<file path="src/rtl/eespfal_phase_driver_if.sv">
// Operation/result handshake bundle between the control side and eespfal_phase_driver.
// The master side issues operations and consumes results; the slave side is the driver.
interface eespfal_phase_driver_if #(
  parameter int BIT_SIZE = 4,
  parameter int DWELL_W  = 8
);
  logic [DWELL_W-1:0]  dwell_i;
  logic                op_valid;
  logic                op_ready;
  logic [BIT_SIZE-1:0] op_x;
  logic [BIT_SIZE-1:0] op_k;
  logic                res_valid;
  logic                res_ready;
  logic [BIT_SIZE-1:0] res_s;
  logic                res_err;
  logic [15:0]         err_cnt;

  modport master (
    output dwell_i, op_valid, op_x, op_k, res_ready,
    input  op_ready, res_valid, res_s, res_err, err_cnt
  );

  modport slave (
    input  dwell_i, op_valid, op_x, op_k, res_ready,
    output op_ready, res_valid, res_s, res_err, err_cnt
  );
endinterface

</file>
<file path="src/rtl/eespfal_phase_driver.sv">
// Phase sequencer and dual-rail capture controller for the 4-lane EESPFAL switch macro.
// Optional violation counter built only when EESPFAL_ERRCNT_EN is defined.
module eespfal_phase_driver #(
  parameter int BIT_SIZE = 4,
  parameter int DWELL_W  = 8
) (
  input  logic                wb_clk_i,
  input  logic                rst_n,
  eespfal_phase_driver_if.slave op_if,
  output logic [BIT_SIZE-1:0] clk_o,
  output logic [BIT_SIZE-1:0] dis_o,
  output logic                dis_phase_o,
  output logic [BIT_SIZE-1:0] x_o,
  output logic [BIT_SIZE-1:0] x_bar_o,
  output logic [BIT_SIZE-1:0] k_o,
  output logic [BIT_SIZE-1:0] k_bar_o,
  input  logic [BIT_SIZE-1:0] s_i,
  input  logic [BIT_SIZE-1:0] s_bar_i
);

  typedef enum logic [2:0] {
    S_IDLE    = 3'd0,
    S_LOAD    = 3'd1,
    S_EVAL    = 3'd2,
    S_RECOVER = 3'd3,
    S_RESULT  = 3'd4
  } state_t;

  localparam logic [DWELL_W-1:0] DWELL_MIN = DWELL_W'(3);
  localparam logic [DWELL_W-1:0] DWELL_ONE = DWELL_W'(1);

  state_t              state_q, state_d;
  logic [DWELL_W-1:0]  dwell_q, dwell_d;
  logic [DWELL_W-1:0]  cnt_q, cnt_d;
  logic [BIT_SIZE-1:0] x_q, x_d;
  logic [BIT_SIZE-1:0] k_q, k_d;
  logic [BIT_SIZE-1:0] res_s_q, res_s_d;
  logic                res_err_q, res_err_d;
  logic                op_ready_q, op_ready_d;
  logic                res_valid_q, res_valid_d;
  logic [BIT_SIZE-1:0] clk_q, clk_d;
  logic [BIT_SIZE-1:0] dis_q, dis_d;
  logic                dis_phase_q, dis_phase_d;
  logic [BIT_SIZE-1:0] xo_q, xo_d, xbo_q, xbo_d, ko_q, ko_d, kbo_q, kbo_d;
  logic [BIT_SIZE-1:0] s_meta_q, s_sync_q, sb_meta_q, sb_sync_q;
  logic                phase_done;
  logic                accept;

  // Macro outputs are asynchronous to wb_clk_i; two flops per rail before any use.
  always_ff @(posedge wb_clk_i or negedge rst_n) begin
    if (!rst_n) begin
      s_meta_q  <= '0;
      s_sync_q  <= '0;
      sb_meta_q <= '0;
      sb_sync_q <= '0;
    end else begin
      s_meta_q  <= s_i;
      s_sync_q  <= s_meta_q;
      sb_meta_q <= s_bar_i;
      sb_sync_q <= sb_meta_q;
    end
  end

  assign phase_done = (cnt_q == '0);
  assign accept     = op_if.op_valid && op_ready_q;

  always_comb begin
    state_d   = state_q;
    dwell_d   = dwell_q;
    cnt_d     = cnt_q;
    x_d       = x_q;
    k_d       = k_q;
    res_s_d   = res_s_q;
    res_err_d = res_err_q;
    case (state_q)
      S_IDLE: begin
        if (accept) begin
          state_d = S_LOAD;
          dwell_d = (op_if.dwell_i < DWELL_MIN) ? DWELL_MIN : op_if.dwell_i;
          cnt_d   = dwell_d - DWELL_ONE;
          x_d     = op_if.op_x;
          k_d     = op_if.op_k;
        end
      end
      S_LOAD: begin
        if (phase_done) begin
          state_d = S_EVAL;
          cnt_d   = dwell_q - DWELL_ONE;
        end else begin
          cnt_d = cnt_q - DWELL_ONE;
        end
      end
      S_EVAL: begin
        if (phase_done) begin
          state_d   = S_RECOVER;
          cnt_d     = dwell_q - DWELL_ONE;
          res_s_d   = s_sync_q;
          // A lane is invalid when its two rails agree.
          res_err_d = |(s_sync_q ~^ sb_sync_q);
        end else begin
          cnt_d = cnt_q - DWELL_ONE;
        end
      end
      S_RECOVER: begin
        if (phase_done) begin
          state_d = S_RESULT;
        end else begin
          cnt_d = cnt_q - DWELL_ONE;
        end
      end
      S_RESULT: begin
        if (op_if.res_ready) begin
          state_d = S_IDLE;
        end
      end
      default: begin
        state_d = S_IDLE;
      end
    endcase
  end

  // Macro-facing and handshake outputs are registered from the next state so they change glitch-free.
  always_comb begin
    op_ready_d  = (state_d == S_IDLE);
    res_valid_d = (state_d == S_RESULT);
    clk_d       = '0;
    dis_d       = '1;
    dis_phase_d = 1'b1;
    xo_d        = '0;
    xbo_d       = '0;
    ko_d        = '0;
    kbo_d       = '0;
    case (state_d)
      S_LOAD: begin
        xo_d  = x_d;
        xbo_d = ~x_d;
        ko_d  = k_d;
        kbo_d = ~k_d;
      end
      S_EVAL: begin
        clk_d       = '1;
        dis_d       = '0;
        dis_phase_d = 1'b0;
        xo_d        = x_d;
        xbo_d       = ~x_d;
        ko_d        = k_d;
        kbo_d       = ~k_d;
      end
      S_RECOVER: begin
        dis_d       = '0;
        dis_phase_d = 1'b0;
      end
      default: begin
      end
    endcase
  end

  always_ff @(posedge wb_clk_i or negedge rst_n) begin
    if (!rst_n) begin
      state_q     <= S_IDLE;
      dwell_q     <= DWELL_MIN;
      cnt_q       <= '0;
      x_q         <= '0;
      k_q         <= '0;
      res_s_q     <= '0;
      res_err_q   <= 1'b0;
      op_ready_q  <= 1'b0;
      res_valid_q <= 1'b0;
      clk_q       <= '0;
      dis_q       <= '1;
      dis_phase_q <= 1'b1;
      xo_q        <= '0;
      xbo_q       <= '0;
      ko_q        <= '0;
      kbo_q       <= '0;
    end else begin
      state_q     <= state_d;
      dwell_q     <= dwell_d;
      cnt_q       <= cnt_d;
      x_q         <= x_d;
      k_q         <= k_d;
      res_s_q     <= res_s_d;
      res_err_q   <= res_err_d;
      op_ready_q  <= op_ready_d;
      res_valid_q <= res_valid_d;
      clk_q       <= clk_d;
      dis_q       <= dis_d;
      dis_phase_q <= dis_phase_d;
      xo_q        <= xo_d;
      xbo_q       <= xbo_d;
      ko_q        <= ko_d;
      kbo_q       <= kbo_d;
    end
  end

`ifdef EESPFAL_ERRCNT_EN
  logic [15:0] err_cnt_q, err_cnt_d;

  // Counts on RESULT entry; res_err_q already holds the capture from the last EVAL cycle.
  always_comb begin
    err_cnt_d = err_cnt_q;
    if ((state_q == S_RECOVER) && phase_done && res_err_q && (err_cnt_q != 16'hFFFF)) begin
      err_cnt_d = err_cnt_q + 16'd1;
    end
  end

  always_ff @(posedge wb_clk_i or negedge rst_n) begin
    if (!rst_n) begin
      err_cnt_q <= '0;
    end else begin
      err_cnt_q <= err_cnt_d;
    end
  end

  assign op_if.err_cnt = err_cnt_q;
`else
  assign op_if.err_cnt = 16'd0;
`endif

  assign op_if.op_ready  = op_ready_q;
  assign op_if.res_valid = res_valid_q;
  assign op_if.res_s     = res_s_q;
  assign op_if.res_err   = res_err_q;
  assign clk_o           = clk_q;
  assign dis_o           = dis_q;
  assign dis_phase_o     = dis_phase_q;
  assign x_o             = xo_q;
  assign x_bar_o         = xbo_q;
  assign k_o             = ko_q;
  assign k_bar_o         = kbo_q;

endmodule
</file>
<file path="src/flat_wrapper.sv">
// flat-port wrapper written by rule: the top's interface ports become plain ports
module eespfal_phase_driver_flat 
#(
  parameter int BIT_SIZE = 4,
  parameter int DWELL_W  = 8
)
  (wb_clk_i, rst_n, clk_o, dis_o, dis_phase_o, x_o, x_bar_o, k_o, k_bar_o, s_i, s_bar_i, op_if_dwell_i, op_if_op_valid, op_if_op_x, op_if_op_k, op_if_res_ready, op_if_op_ready, op_if_res_valid, op_if_res_s, op_if_res_err, op_if_err_cnt);
  eespfal_phase_driver_if #(.BIT_SIZE(BIT_SIZE), .DWELL_W(DWELL_W)) op_if_i ();
  input  logic wb_clk_i;
  input  logic rst_n;
  output logic [BIT_SIZE-1:0] clk_o;
  output logic [BIT_SIZE-1:0] dis_o;
  output logic dis_phase_o;
  output logic [BIT_SIZE-1:0] x_o;
  output logic [BIT_SIZE-1:0] x_bar_o;
  output logic [BIT_SIZE-1:0] k_o;
  output logic [BIT_SIZE-1:0] k_bar_o;
  input  logic [BIT_SIZE-1:0] s_i;
  input  logic [BIT_SIZE-1:0] s_bar_i;
  input wire logic [$bits(op_if_i.dwell_i)-1:0] op_if_dwell_i;
  input wire logic [$bits(op_if_i.op_valid)-1:0] op_if_op_valid;
  input wire logic [$bits(op_if_i.op_x)-1:0] op_if_op_x;
  input wire logic [$bits(op_if_i.op_k)-1:0] op_if_op_k;
  input wire logic [$bits(op_if_i.res_ready)-1:0] op_if_res_ready;
  output wire logic [$bits(op_if_i.op_ready)-1:0] op_if_op_ready;
  output wire logic [$bits(op_if_i.res_valid)-1:0] op_if_res_valid;
  output wire logic [$bits(op_if_i.res_s)-1:0] op_if_res_s;
  output wire logic [$bits(op_if_i.res_err)-1:0] op_if_res_err;
  output wire logic [$bits(op_if_i.err_cnt)-1:0] op_if_err_cnt;
  assign op_if_i.dwell_i = op_if_dwell_i;
  assign op_if_i.op_valid = op_if_op_valid;
  assign op_if_i.op_x = op_if_op_x;
  assign op_if_i.op_k = op_if_op_k;
  assign op_if_i.res_ready = op_if_res_ready;
  assign op_if_op_ready = op_if_i.op_ready;
  assign op_if_res_valid = op_if_i.res_valid;
  assign op_if_res_s = op_if_i.res_s;
  assign op_if_res_err = op_if_i.res_err;
  assign op_if_err_cnt = op_if_i.err_cnt;
  eespfal_phase_driver #(.BIT_SIZE(BIT_SIZE), .DWELL_W(DWELL_W)) u_core (.wb_clk_i(wb_clk_i), .rst_n(rst_n), .op_if(op_if_i), .clk_o(clk_o), .dis_o(dis_o), .dis_phase_o(dis_phase_o), .x_o(x_o), .x_bar_o(x_bar_o), .k_o(k_o), .k_bar_o(k_bar_o), .s_i(s_i), .s_bar_i(s_bar_i));
endmodule
</file>
<file path="config.mk">
export PLATFORM = sky130hd
export DESIGN_NAME = eespfal_phase_driver_flat
export DESIGN_NICKNAME = d
export VERILOG_FILES = /design/src/rtl/eespfal_phase_driver_if.sv /design/src/rtl/eespfal_phase_driver.sv /design/src/flat_wrapper.sv
export SDC_FILE = /design/constraint.sdc
export NUM_CORES = 1
export LEC_CHECK = 0
export BUFFER_PORTS_ARGS = -buffer_cell sky130_fd_sc_hd__buf_4
export CAP_MARGIN = 30
export CORE_MARGIN = 10
export CORE_UTILIZATION = 30
export DETAILED_ROUTE_END_ITERATION = 10
export PLACE_DENSITY = 0.46
export SYNTH_ARGS = -nofsm -noshare
export SYNTH_HDL_FRONTEND = slang
export SYNTH_SLANG_ARGS = --single-unit
</file>
<file path="constraint.sdc">
create_clock -name wb_clk_i -period 2.9 [get_ports wb_clk_i]
set_input_delay 0.87 -clock wb_clk_i [delete_from_list [all_inputs] [get_ports wb_clk_i]]
set_output_delay 0.87 -clock wb_clk_i [all_outputs]
set_load 0.01 [all_outputs]
</file>
==> impl_results.md <==
* Mean number of vias per cell at 4.530
* Post-CTS Setup Bufs at 0
* Critical Path RT at 3.12 ns
* Reg2Reg Depth at 6
* Seq cells post-synth at 68
* Kind of critical path: reg2reg
* DR vias at 2170
* Total core area at 10230 um^2
* Count leader, synth: dfrtp_1
* FF-to-FF End: u_core.op_if.res_s[3]$_DFFE_PN0P_
* Clock sink count at 68
* Worst setup path start: u_core.cnt_q[0]$_DFFE_PN0P_
* CTS tree: done
* Crit path DAT at 2.88 ns
* Power Density at 985.6 nW/um^2
* Slowest cell on crit path: or3_1
* Max-slew violations at 0
* Pin count of the biggest net entering global routing at 69
* Die W at 122.0 um
* H-tree depth at 3
* Routability-driven placement congestion ratio at 0.7901
* Register area share after synthesis at 0.5467
* VDD IR-drop max at 347.5 uV
* RSZ-0062 raised after global routing: no
* Final setup fails at 0
* Max Clock Skew at 0.008110 ns
* Crit-path max cell delay at 0.54 ns
* Number of global-route vias before repair at 2201
* First-pass GRT wire length at 11450 um
* Dpl cell area at 3640 um^2
* Crit-path max FO at 10
* Commonest cells post-synth: 65 x dfrtp_1, 26 x nor2_1, 23 x buf_4
* # diodes at 0
* Type of origin of the critical path: register
* Crit end category: register
* Async S/R FF share, synth at 1.000
* Crit-path cells: inv_1 -> ha_1 -> or4b_4 -> or2_1 -> or3_1 -> mux2_4
* Hold_buf cts at 0
* Total Routing Usage GR at 0.09723
* Gr ovfl total at 0
* Drt first-iter violations at 110
* CTS Buf Count at 9
* Met1 global-route usage at 0.1234
* Area Overhead vs Synth at 24.39%
* Crit path time final at 2.654 ns
* GR Layer Usage met3 at 0.03793
* Cells after Synth at 276
* Die area at 14880 um^2
* Crit-path leading delay family: simple AND/OR/NAND/NOR gates
* HPWL after DPL at 5250 um
* Router iterations before antenna repair at 4
* Reg2reg start: u_core.cnt_q[0]$_DFFE_PN0P_
* Final #Nets at 369
* Worst reg-to-reg setup slack at 0.25 ns
* Worst Hold Class: reg2reg
* Post-route clock period utilization at 0.9152
* CTS root buf: clkbuf_8
* Deepest clock path buffer count at 2
* Slew headroom at 0.4199
* Hold path startpoint: u_core.s_meta_q[0]$_DFF_PN0_
* PortBufs at 59
* F_max at 376.8 MHz
* Ys flop type: dfrtp_1
* Hold Path Sink: u_core.s_sync_q[0]$_DFF_PN0_
* EDFF count, synth at 0
* Reg clk slew, reported paths at 0.08 ns
* Worst hold margin at 0.3445 ns
* Critical path buffer and inverter count at 1
* Mean post-synth cell area at 11.30 um^2
* I/O pins at 76
* Clock Latency Late Sink at 0.33 ns
* # Max-Cap Violations at 0
* Initial Utilization at 0.3049
* Yosys cell types at 49
* Worst-margin pin slew at 0.8701 ns
* Top-area cell type share of the netlist area at 0.5215
* Fin. Hold Viols at 0
* Synth top area cells: dfrtp_1 52%, buf_4 5.5%, mux2_2 5.4%, nor2_1 3.1%, dfstp_2 2.5%
* Tot Pwr at 3.824 mW
* Final wirelength at 7252 um
* Row count at 37
* Stages on the worst setup path at 6
* P_leak at 1.776 nW
* ANT nets after route at 0
* Initial antenna violation count at 0
* Synth Cell Area at 3119 um^2
* Remaining DRCs at 0
* M2 GR Usage at 0.1450
* Die Y at 122.0 um
* Status: complete, no violations
* Resize count post-CTS at 0
* DR WL/cell at 15.14 um
* Synth warnings at 0
* Design area at 3880 um^2
* Hold Path Depth at 0
* Layer with the highest usage: met2
* Post-synth top area cell: dfrtp_1
* # fillers at 1023
* Share of cells above drive strength 1 at 0.3294
==> cells by family after synthesis <==
family,count (synthesis),synth area share
AND/OR/NAND/NOR,79,0.1296
flip-flops,68,0.5467
AO/OA/AOI/OAI,49,0.1083
buffers and inverters,40,0.08103
multiplexers,19,0.07341
XOR/XNOR,17,0.04774
adder cells (fa/ha/maj),3,0.01203
other,1,0.001202
==> worst max-delay path by stage <==
| stage | endpoint |
|---|---|
| floorplan | u_core.cnt_q[4]$_DFFE_PN0P_ |
| global placement | u_core.cnt_q[4]$_DFFE_PN0P_ |
| detailed placement | u_core.cnt_q[4]$_DFFE_PN0P_ |
| CTS | u_core.op_if.res_s[3]$_DFFE_PN0P_ |
| global route | u_core.op_if.res_s[3]$_DFFE_PN0P_ |
| finish | u_core.op_if.res_s[3]$_DFFE_PN0P_ |
==> cells in the final DEF (no fill, tap or decap), types with 4 or more instances in the layout <==
cell type / count
o21ai_0: 10
inv_1: 8
buf_4: 68
dfrtp_1: 65
xor2_1: 8
nand2_1: 9
a31oi_1: 4
nor2_1: 26
or3_1: 6
nor2b_1: 8
xnor2_1: 9
mux2_2: 15
a21oi_1: 9
or4_1: 4
clkbuf_8: 9
nor3_1: 11
mux2_4: 4
conb_1: 16
==> per-stage QoR <==
step,setup TNS (ns),utilization,setup slack [ns],cells
after floorplan,0,-,0.1607,291
after global placement,0,0.3558,0.02424,463
after detailed placement,-0.009897,0.3558,-0.009897,463
after CTS,0,0.3792,0.2267,479
after global routing,0,0.3792,0.1059,479
final,0,0.3792,0.2458,479
==> layer usage <==
layer	share of wire	vias up
met2	0.44	82
met3	0.093	13
met4	0.018	0
met1	0.45	1023
li1	-	1052
met5	0	-
==> final cells by class <==
class                      count  area, um^2  share of cell area
clock inverter                 6       112.6             0.02902
timing repair buffer          68       510.5              0.1316
sequential                    68        1705              0.4395
tap                          136       170.2             0.04386
inverter                       8       30.03            0.007739
multi-input combinational    183        1224              0.3154
clock buffer                  10       127.6             0.03289
==> sequential cells by signal (all words and copies together), names as in the netlist <==
register and cells:
u_core.x_bar_o 4, u_core.x_q 4, u_core.sb_meta_q 4, u_core.k_q 4, u_core.op_if.res_err 1, u_core.k_bar_o 4
u_core.op_if.op_ready 1, u_core.op_if.res_valid 1, u_core.sb_sync_q 4, u_core.dis_o 1, u_core.op_if.res_s 4, u_core.dwell_q 8
u_core.state_q 3, u_core.s_sync_q 4, u_core.s_meta_q 4, u_core.cnt_q 8, u_core.clk_o 1, u_core.x_o 4
u_core.k_o 4
==> where the power goes <==
part	internal, mW	leakage, nW	switching (mW)
registers	1.26	0.832	0.229
clock network	0.573	0.120	0.366
logic	0.665	0.823	0.727
(Power assumes the default switching activity.)
